===== src/rtl/i_execute_pkg.sv =====
// i_execute_pkg: constants shared by all pipeline stages.
//   - aluop encodings from the main decoder (ID stage)
//   - funct field codes for R-type instructions
//   - 4-bit ALU control codes consumed by the EX-stage ALU
package i_execute_pkg;

    // aluop classes produced by the main decoder
    localparam logic [1:0] ALUOP_ADD   = 2'b00;
    localparam logic [1:0] ALUOP_SUB   = 2'b01;
    localparam logic [1:0] ALUOP_RTYPE = 2'b10;
    localparam logic [1:0] ALUOP_ADD2  = 2'b11;

    // R-type funct codes
    localparam logic [5:0] FUNCT_ADD = 6'b100000;
    localparam logic [5:0] FUNCT_SUB = 6'b100010;
    localparam logic [5:0] FUNCT_AND = 6'b100100;
    localparam logic [5:0] FUNCT_OR  = 6'b100101;
    localparam logic [5:0] FUNCT_SLT = 6'b101010;

    // ALU control codes
    localparam logic [3:0] ALU_AND     = 4'b0000;
    localparam logic [3:0] ALU_OR      = 4'b0001;
    localparam logic [3:0] ALU_ADD     = 4'b0010;
    localparam logic [3:0] ALU_SUB     = 4'b0110;
    localparam logic [3:0] ALU_SLT     = 4'b0111;
    localparam logic [3:0] ALU_INVALID = 4'b1111;

    // Width constants used across the datapath
    localparam int DATA_W = 32;
    localparam int REG_W  = 5;

endpackage


===== src/rtl/i_execute_alu_control.sv =====
// alu_control: translates the decoder's aluop class and the instruction
// funct field into the 4-bit control code driving the EX-stage ALU.
// Ports:
//   i_aluop  [1:0] operation class from ID/EX
//   i_funct  [5:0] funct field (low bits of the sign-extended immediate)
//   o_aluctl [3:0] ALU control code
module alu_control
    import i_execute_pkg::*;
(
    input  logic [1:0] i_aluop,
    input  logic [5:0] i_funct,
    output logic [3:0] o_aluctl
);

    // Loads/stores and the spare class 11 add, branches subtract; only the
    // R-type class looks at funct. Unrecognised funct yields ALU_INVALID so
    // the ALU produces a defined zero result instead of garbage.
    always_comb begin
        o_aluctl = ALU_ADD;
        case (i_aluop)
            ALUOP_ADD:   o_aluctl = ALU_ADD;
            ALUOP_SUB:   o_aluctl = ALU_SUB;
            ALUOP_RTYPE: begin
                case (i_funct)
                    FUNCT_ADD: o_aluctl = ALU_ADD;
                    FUNCT_SUB: o_aluctl = ALU_SUB;
                    FUNCT_AND: o_aluctl = ALU_AND;
                    FUNCT_OR:  o_aluctl = ALU_OR;
                    FUNCT_SLT: o_aluctl = ALU_SLT;
                    default:   o_aluctl = ALU_INVALID;
                endcase
            end
            default:     o_aluctl = ALU_ADD;
        endcase
    end

endmodule


===== src/rtl/i_execute.sv =====
// i_execute: EX stage of the 5-stage pipeline plus the EX/MEM register.
// Computes the branch target, the ALU result and zero flag, and the
// destination register number, then captures them (with the pass-through
// control and store data) on the rising clock edge.
// Ports:
//   clk, rst          clock, asynchronous active-high reset
//   stall             hold EX/MEM contents
//   flush             load a bubble (WB/M control cleared) this cycle
//   wb_ctl, m_ctl     control fields from ID/EX
//   regdst, alusrc    destination / ALU operand-B selects
//   aluop             ALU operation class
//   npc, rdata1, rdata2, s_extend, instr_2016, instr_1511  datapath inputs
//   wb_ctlout, m_ctlout, add_result, zero, alu_result, rdata2out,
//   five_bit_muxout   registered EX/MEM outputs
module i_execute
    import i_execute_pkg::*;
(
    input  logic                clk,
    input  logic                rst,
    input  logic                stall,
    input  logic                flush,
    input  logic [1:0]          wb_ctl,
    input  logic [2:0]          m_ctl,
    input  logic                regdst,
    input  logic                alusrc,
    input  logic [1:0]          aluop,
    input  logic [DATA_W-1:0]   npc,
    input  logic [DATA_W-1:0]   rdata1,
    input  logic [DATA_W-1:0]   rdata2,
    input  logic [DATA_W-1:0]   s_extend,
    input  logic [REG_W-1:0]    instr_2016,
    input  logic [REG_W-1:0]    instr_1511,
    output logic [1:0]          wb_ctlout,
    output logic [2:0]          m_ctlout,
    output logic [DATA_W-1:0]   add_result,
    output logic                zero,
    output logic [DATA_W-1:0]   alu_result,
    output logic [DATA_W-1:0]   rdata2out,
    output logic [REG_W-1:0]    five_bit_muxout
);

    logic [3:0]        w_aluCtl;
    logic [DATA_W-1:0] w_aluB;
    logic [DATA_W-1:0] w_aluResult;
    logic [DATA_W-1:0] w_branchTarget;
    logic [REG_W-1:0]  w_destReg;

    logic [1:0]        r_wbCtl;
    logic [2:0]        r_mCtl;
    logic [DATA_W-1:0] r_addResult;
    logic              r_zero;
    logic [DATA_W-1:0] r_aluResult;
    logic [DATA_W-1:0] r_rdata2;
    logic [REG_W-1:0]  r_destReg;

    alu_control u_alu_control (
        .i_aluop  (aluop),
        .i_funct  (s_extend[5:0]),
        .o_aluctl (w_aluCtl)
    );

    // Operand and destination muxes; branch target is word-offset scaled.
    assign w_aluB         = alusrc ? s_extend : rdata2;
    assign w_destReg      = regdst ? instr_1511 : instr_2016;
    assign w_branchTarget = npc + {s_extend[DATA_W-3:0], 2'b00};

    // ALU: add/sub wrap silently; slt compares as signed values.
    always_comb begin
        w_aluResult = '0;
        case (w_aluCtl)
            ALU_AND: w_aluResult = rdata1 & w_aluB;
            ALU_OR:  w_aluResult = rdata1 | w_aluB;
            ALU_ADD: w_aluResult = rdata1 + w_aluB;
            ALU_SUB: w_aluResult = rdata1 - w_aluB;
            ALU_SLT: w_aluResult = ($signed(rdata1) < $signed(w_aluB)) ? 32'd1 : 32'd0;
            default: w_aluResult = '0;
        endcase
    end

    // EX/MEM register. Stall wins over flush; a flush only zeroes the
    // control fields so the bubble cannot write memory or registers,
    // while the datapath fields are captured as usual.
    always_ff @(posedge clk or posedge rst) begin
        if (rst) begin
            r_wbCtl     <= '0;
            r_mCtl      <= '0;
            r_addResult <= '0;
            r_zero      <= 1'b0;
            r_aluResult <= '0;
            r_rdata2    <= '0;
            r_destReg   <= '0;
        end else if (!stall) begin
            r_wbCtl     <= flush ? 2'b00  : wb_ctl;
            r_mCtl      <= flush ? 3'b000 : m_ctl;
            r_addResult <= w_branchTarget;
            r_zero      <= (w_aluResult == '0);
            r_aluResult <= w_aluResult;
            r_rdata2    <= rdata2;
            r_destReg   <= w_destReg;
        end
    end

    assign wb_ctlout       = r_wbCtl;
    assign m_ctlout        = r_mCtl;
    assign add_result      = r_addResult;
    assign zero            = r_zero;
    assign alu_result      = r_aluResult;
    assign rdata2out       = r_rdata2;
    assign five_bit_muxout = r_destReg;

endmodule


===== config.mk =====
export PLATFORM = sky130hd
export DESIGN_NAME = i_execute
export DESIGN_NICKNAME = d
export VERILOG_FILES = /design/src/rtl/i_execute_pkg.sv /design/src/rtl/i_execute_alu_control.sv /design/src/rtl/i_execute.sv
export SDC_FILE = /design/constraint.sdc
export NUM_CORES = 1
export LEC_CHECK = 0
export BUFFER_PORTS_ARGS = -buffer_cell sky130_fd_sc_hd__buf_2
export CAP_MARGIN = 10
export CORE_MARGIN = 2
export CORE_UTILIZATION = 40
export CTS_CLUSTER_DIAMETER = 200
export CTS_CLUSTER_SIZE = 24
export DETAILED_ROUTE_END_ITERATION = 7
export GPL_TIMING_DRIVEN = 0
export SLEW_MARGIN = 15
export SYNTH_ARGS = -nofsm -noshare
export SYNTH_HDL_FRONTEND = slang
export SYNTH_SLANG_ARGS = --single-unit

===== constraint.sdc =====
create_clock -name clk -period 3.9 [get_ports clk]
set_clock_uncertainty 0.15 [all_clocks]
set_input_delay 0.39 -clock clk [delete_from_list [all_inputs] [get_ports clk]]
set_output_delay 0.39 -clock clk [all_outputs]
set_load 0.1 [all_outputs]

==> results.yml <==
critical_path:
  worstPathBufferInverterCount: 3
  cp_max_fo: 10
  critical_path_sink_type: "register"
  worst_r2r_startpoint: "rdata2out[12]"
  critical-path-max-stage-delay_ns: 0.44
  timing.critical_path.slowest_stage_cell: "sky130_fd_sc_hd__or4_1"
  reg2reg_depth: 1
  data_required_critical_path_ns: 4.02
  crit_path_cell_trace: "clkbuf_16 -> buf_12 -> mux2i_4 -> ha_1 -> clkbuf_2 -> or2_2 -> or4_1 -> o2111a_1 -> nor2_4 -> a21o_1 -> o221ai_1 -> a221o_1 -> nor4_2 -> nand3b_1 -> o41ai_2"
  setup.worst_path.start_class: "input port"
  crit_path_arrival_time_ns: 4.22
  worst_r2r_endpoint: "rdata2out[12]"
  crit_type: "input port to register"
  path_delay_family: "simple AND/OR/NAND/NOR gates"
  ff2ff_setup_slack_ns: 2.94
grt:
  globalRouteTotalUtil_pct: 29.4
  antenna_violations_before_repair: 5
  largest_net_degree_at_the_start_of_global_routing: 62
  grt_pass1_vias: 10960
  global_route_wire_length_before_repair_um: 64300
  gr-total-overflow: 0
sta:
  holdWs_ns: 0.0772
  hold_violations: 0
  rsz_0062_raised_after_global_routing: "yes"
  post-route-period-util_pct: 105
  fmax_mhz: 244
  worst-slew-pin-transition_ns: 1.10
  setup_viol: 3
  timing.final.max_slew_violations: 0
  final_critical_path_setup_slack_ns: -0.204
  min_period_ns: 4.10
  max_slew_margin_pct: 26.4
  fin_setup_tns_ns: -0.299
pwr:
  vdd_drop_max_v: 0.000185
  post-layout-total-power_w: 0.00590
  power.switching_w: 0.00322
  power_density_mw_per_mm2: 418
  netSwitchingFraction_pct: 54.5
  p_clk_share_pct: 16.4
  comb_power_share_pct: 60.1
  power.sequential.fraction_pct: 23.5
  internal_power_w: 0.00269
  power.static_leakage_nw: 6.75
clock_tree:
  htree_levels: 3
  clk_pin_slew_worst_paths_ns: 0.09
  cts_sinks: 107
  cts_tree: "built"
  worstSkewPairLatency_ns: 0.37
  cts-root-to-sink-buffers: 2
  cts-buffers-inserted: 9
  cts.root.buffer_cell: "sky130_fd_sc_hd__clkbuf_16"
synth:
  synth_enable_flop_cells: 0
  netlist_area_sq_mm: 0.0109
  ys_async_sr_fraction_pct: 100
  ys_seq_elements: 107
  synth.avg_cell_area_sq_um: 8.36
  synthesis.nets: 1589
  ys_seq_area_share_pct: 24.6
  post_synth_inst_count: 1301
  ys_warns: 0
  post_synth_num_cell_types: 87
  synth-main-ff-cell: "sky130_fd_sc_hd__dfrtp_1"
floorplanning:
  floorplan.rows: 60
  fp.coreArea_sq_mm: 0.0268
  die_area_sq_mm: 0.0285
  start_util_pct: 40.6
  chipHeight_um: 169
  io_pins: 258
  die_w_um: 169
placement:
  gp_congestion: 0.936
  detailedPlacementHpwl_um: 33900
  number_of_input_and_output_port_buffers_inserted: 255
  placed_cell_area_sq_mm: 0.0126
final_layout:
  nets_final: 1892
  areaGrowthSynthToFinish_pct: 29.9
  layout.cells.most_common_list: "sky130_fd_sc_hd__buf_2, sky130_fd_sc_hd__ha_1, sky130_fd_sc_hd__inv_1"
  fin_area_sq_mm: 0.0141
  share_of_layout_cells_above_drive_strength_1_pct: 31.3
  layout.cells.most_common: "sky130_fd_sc_hd__buf_2"
min_path:
  class_of_the_tightest_hold_or_removal_check: "input port to register"
  depth_of_the_worst_hold_timing_path: 2
  hold_path.startpoint: "flush"
  holdPathEnd: "m_ctlout[1]"
drt:
  wl_per_cell_um: 22.1
  drt-initial-drc-count: 918
  ant_nets: 0
  finalWirelength_um: 43100
  vias_per_cell: 5.84
  num_vias: 11409
  drt_pass1_iterations: 6
  drc: 0
outcome:
  failed_checks: "negative setup slack"
  outcome: "complete, but fails checks"
run:
  timing.max_cap.violations: 0
==> cell type report <==
cell class	instances	area (sq um)
Timing Repair Buffer	297	1670
Multi-Input combinational cell	1013	8280
Clock buffer	9	225
Fill cell	2597	12700
Inverter	121	459
Sequential cell	107	2680
Antenna cell	4	10.0
Clock inverter	7	80.1
Buffer	55	304
Tap cell	341	427
==> flip-flops by register name, summed over array words and instances (netlist names) <==
| register | flops |
|---|---|
| add_result | 32 |
| alu_result | 32 |
| rdata2out | 32 |
| five_bit_muxout | 5 |
| m_ctlout | 3 |
| wb_ctlout | 2 |
| zero | 1 |
==> power by group through the flow <==
stage          clock [W]  combinational, W  sequential, W
2_1_floorplan          0           0.00116        0.00272
3_3_place_gp           0           0.00322        0.00140
3_5_place_dp           0           0.00324        0.00141
4_1_cts         0.000982           0.00344        0.00139
5_1_grt          0.00103           0.00372        0.00141
6_report        0.000969           0.00354        0.00139
==> cell usage after synthesis, types with 8 or more instances <==
master | count | area [sq um]
sky130_fd_sc_hd__inv_1 | 119 | 447
sky130_fd_sc_hd__ha_1 | 134 | 1680
sky130_fd_sc_hd__xor2_1 | 13 | 114
sky130_fd_sc_hd__nor4_1 | 10 | 62.6
sky130_fd_sc_hd__buf_1 | 16 | 60.1
sky130_fd_sc_hd__xnor2_1 | 21 | 184
sky130_fd_sc_hd__o21ai_0 | 76 | 380
sky130_fd_sc_hd__nor2_1 | 94 | 353
sky130_fd_sc_hd__a21oi_1 | 103 | 515
sky130_fd_sc_hd__nand2_1 | 89 | 334
sky130_fd_sc_hd__o221ai_1 | 12 | 105
sky130_fd_sc_hd__a211oi_1 | 15 | 113
sky130_fd_sc_hd__nor3_1 | 21 | 105
sky130_fd_sc_hd__o31ai_1 | 12 | 90.1
sky130_fd_sc_hd__mux2_2 | 49 | 552
sky130_fd_sc_hd__nand2b_1 | 17 | 106
sky130_fd_sc_hd__nor2b_1 | 19 | 119
sky130_fd_sc_hd__o21bai_1 | 11 | 82.6
sky130_fd_sc_hd__nand3_1 | 22 | 110
sky130_fd_sc_hd__a221o_1 | 15 | 150
sky130_fd_sc_hd__and3_1 | 11 | 68.8
sky130_fd_sc_hd__or2_2 | 8 | 50.1
sky130_fd_sc_hd__mux2i_1 | 40 | 400
sky130_fd_sc_hd__and2_1 | 9 | 56.3
sky130_fd_sc_hd__dfrtp_1 | 107 | 2680
sky130_fd_sc_hd__a31oi_1 | 16 | 100
sky130_fd_sc_hd__nand4_1 | 15 | 93.8
sky130_fd_sc_hd__clkbuf_1 | 38 | 143
sky130_fd_sc_hd__a21o_1 | 19 | 143
sky130_fd_sc_hd__o21a_1 | 14 | 105
sky130_fd_sc_hd__o211ai_1 | 13 | 97.6
==> timing repair <==
item,in CTS,in global routing
cloned,1,0
hold buffers,1,0
endpoints found under the hold margin,60,0
setup endpoints to repair,21,9
pin swaps,34,10
gates resized for setup,128,48
setup buffers,34,5
==> layer usage <==
layer	track usage, %	part of all wire [%]	vias up	wire length, um
li1	-	-	5374	-
met1	38.4	43	5467	18500
met2	49.2	47	484	20300
met3	5.40	6.8	82	2950
met4	9.60	2.9	2	1260
met5	0	0.021	-	9
==> stage by stage <==
stage               utilization (%)  setup slack [ns]  std cells
floorplan                         -            -0.173       1301
global placement               47.1             -1.33       1897
detailed placement             47.2             -1.40       1898
finish                         52.7            -0.204       1954
CTS                            51.8            -0.239       1948
global route                   52.7            -0.339       1953
==> cells by family (layout without fill, tap and decap cells) <==
kind of cell | Yosys count | after routing | share of synthesized area, %
compound gates | 400 | 400 | 25.3
xor+xnor | 34 | 34 | 2.74
fa+ha+maj | 137 | 137 | 16.0
buf+inv | 181 | 489 | 6.32
flops | 107 | 107 | 24.6
mux | 89 | 89 | 8.75
other cells | 0 | 4 | 0
simple gates | 353 | 353 | 16.3
==> how the worst max path moves through the flow <==
stage | from | endpoint | slack, ns | cells after the start
3_5_place_dp | alusrc | zero | -1.40 | 15
6_report | alusrc | zero | -0.20 | 15
3_3_place_gp | alusrc | zero | -1.33 | 17
5_1_grt | alusrc | zero | -0.34 | 15
2_1_floorplan | alusrc | zero | -0.17 | 19
4_1_cts | alusrc | zero | -0.24 | 19
Note: power is estimated with default switching activity, not from simulation.
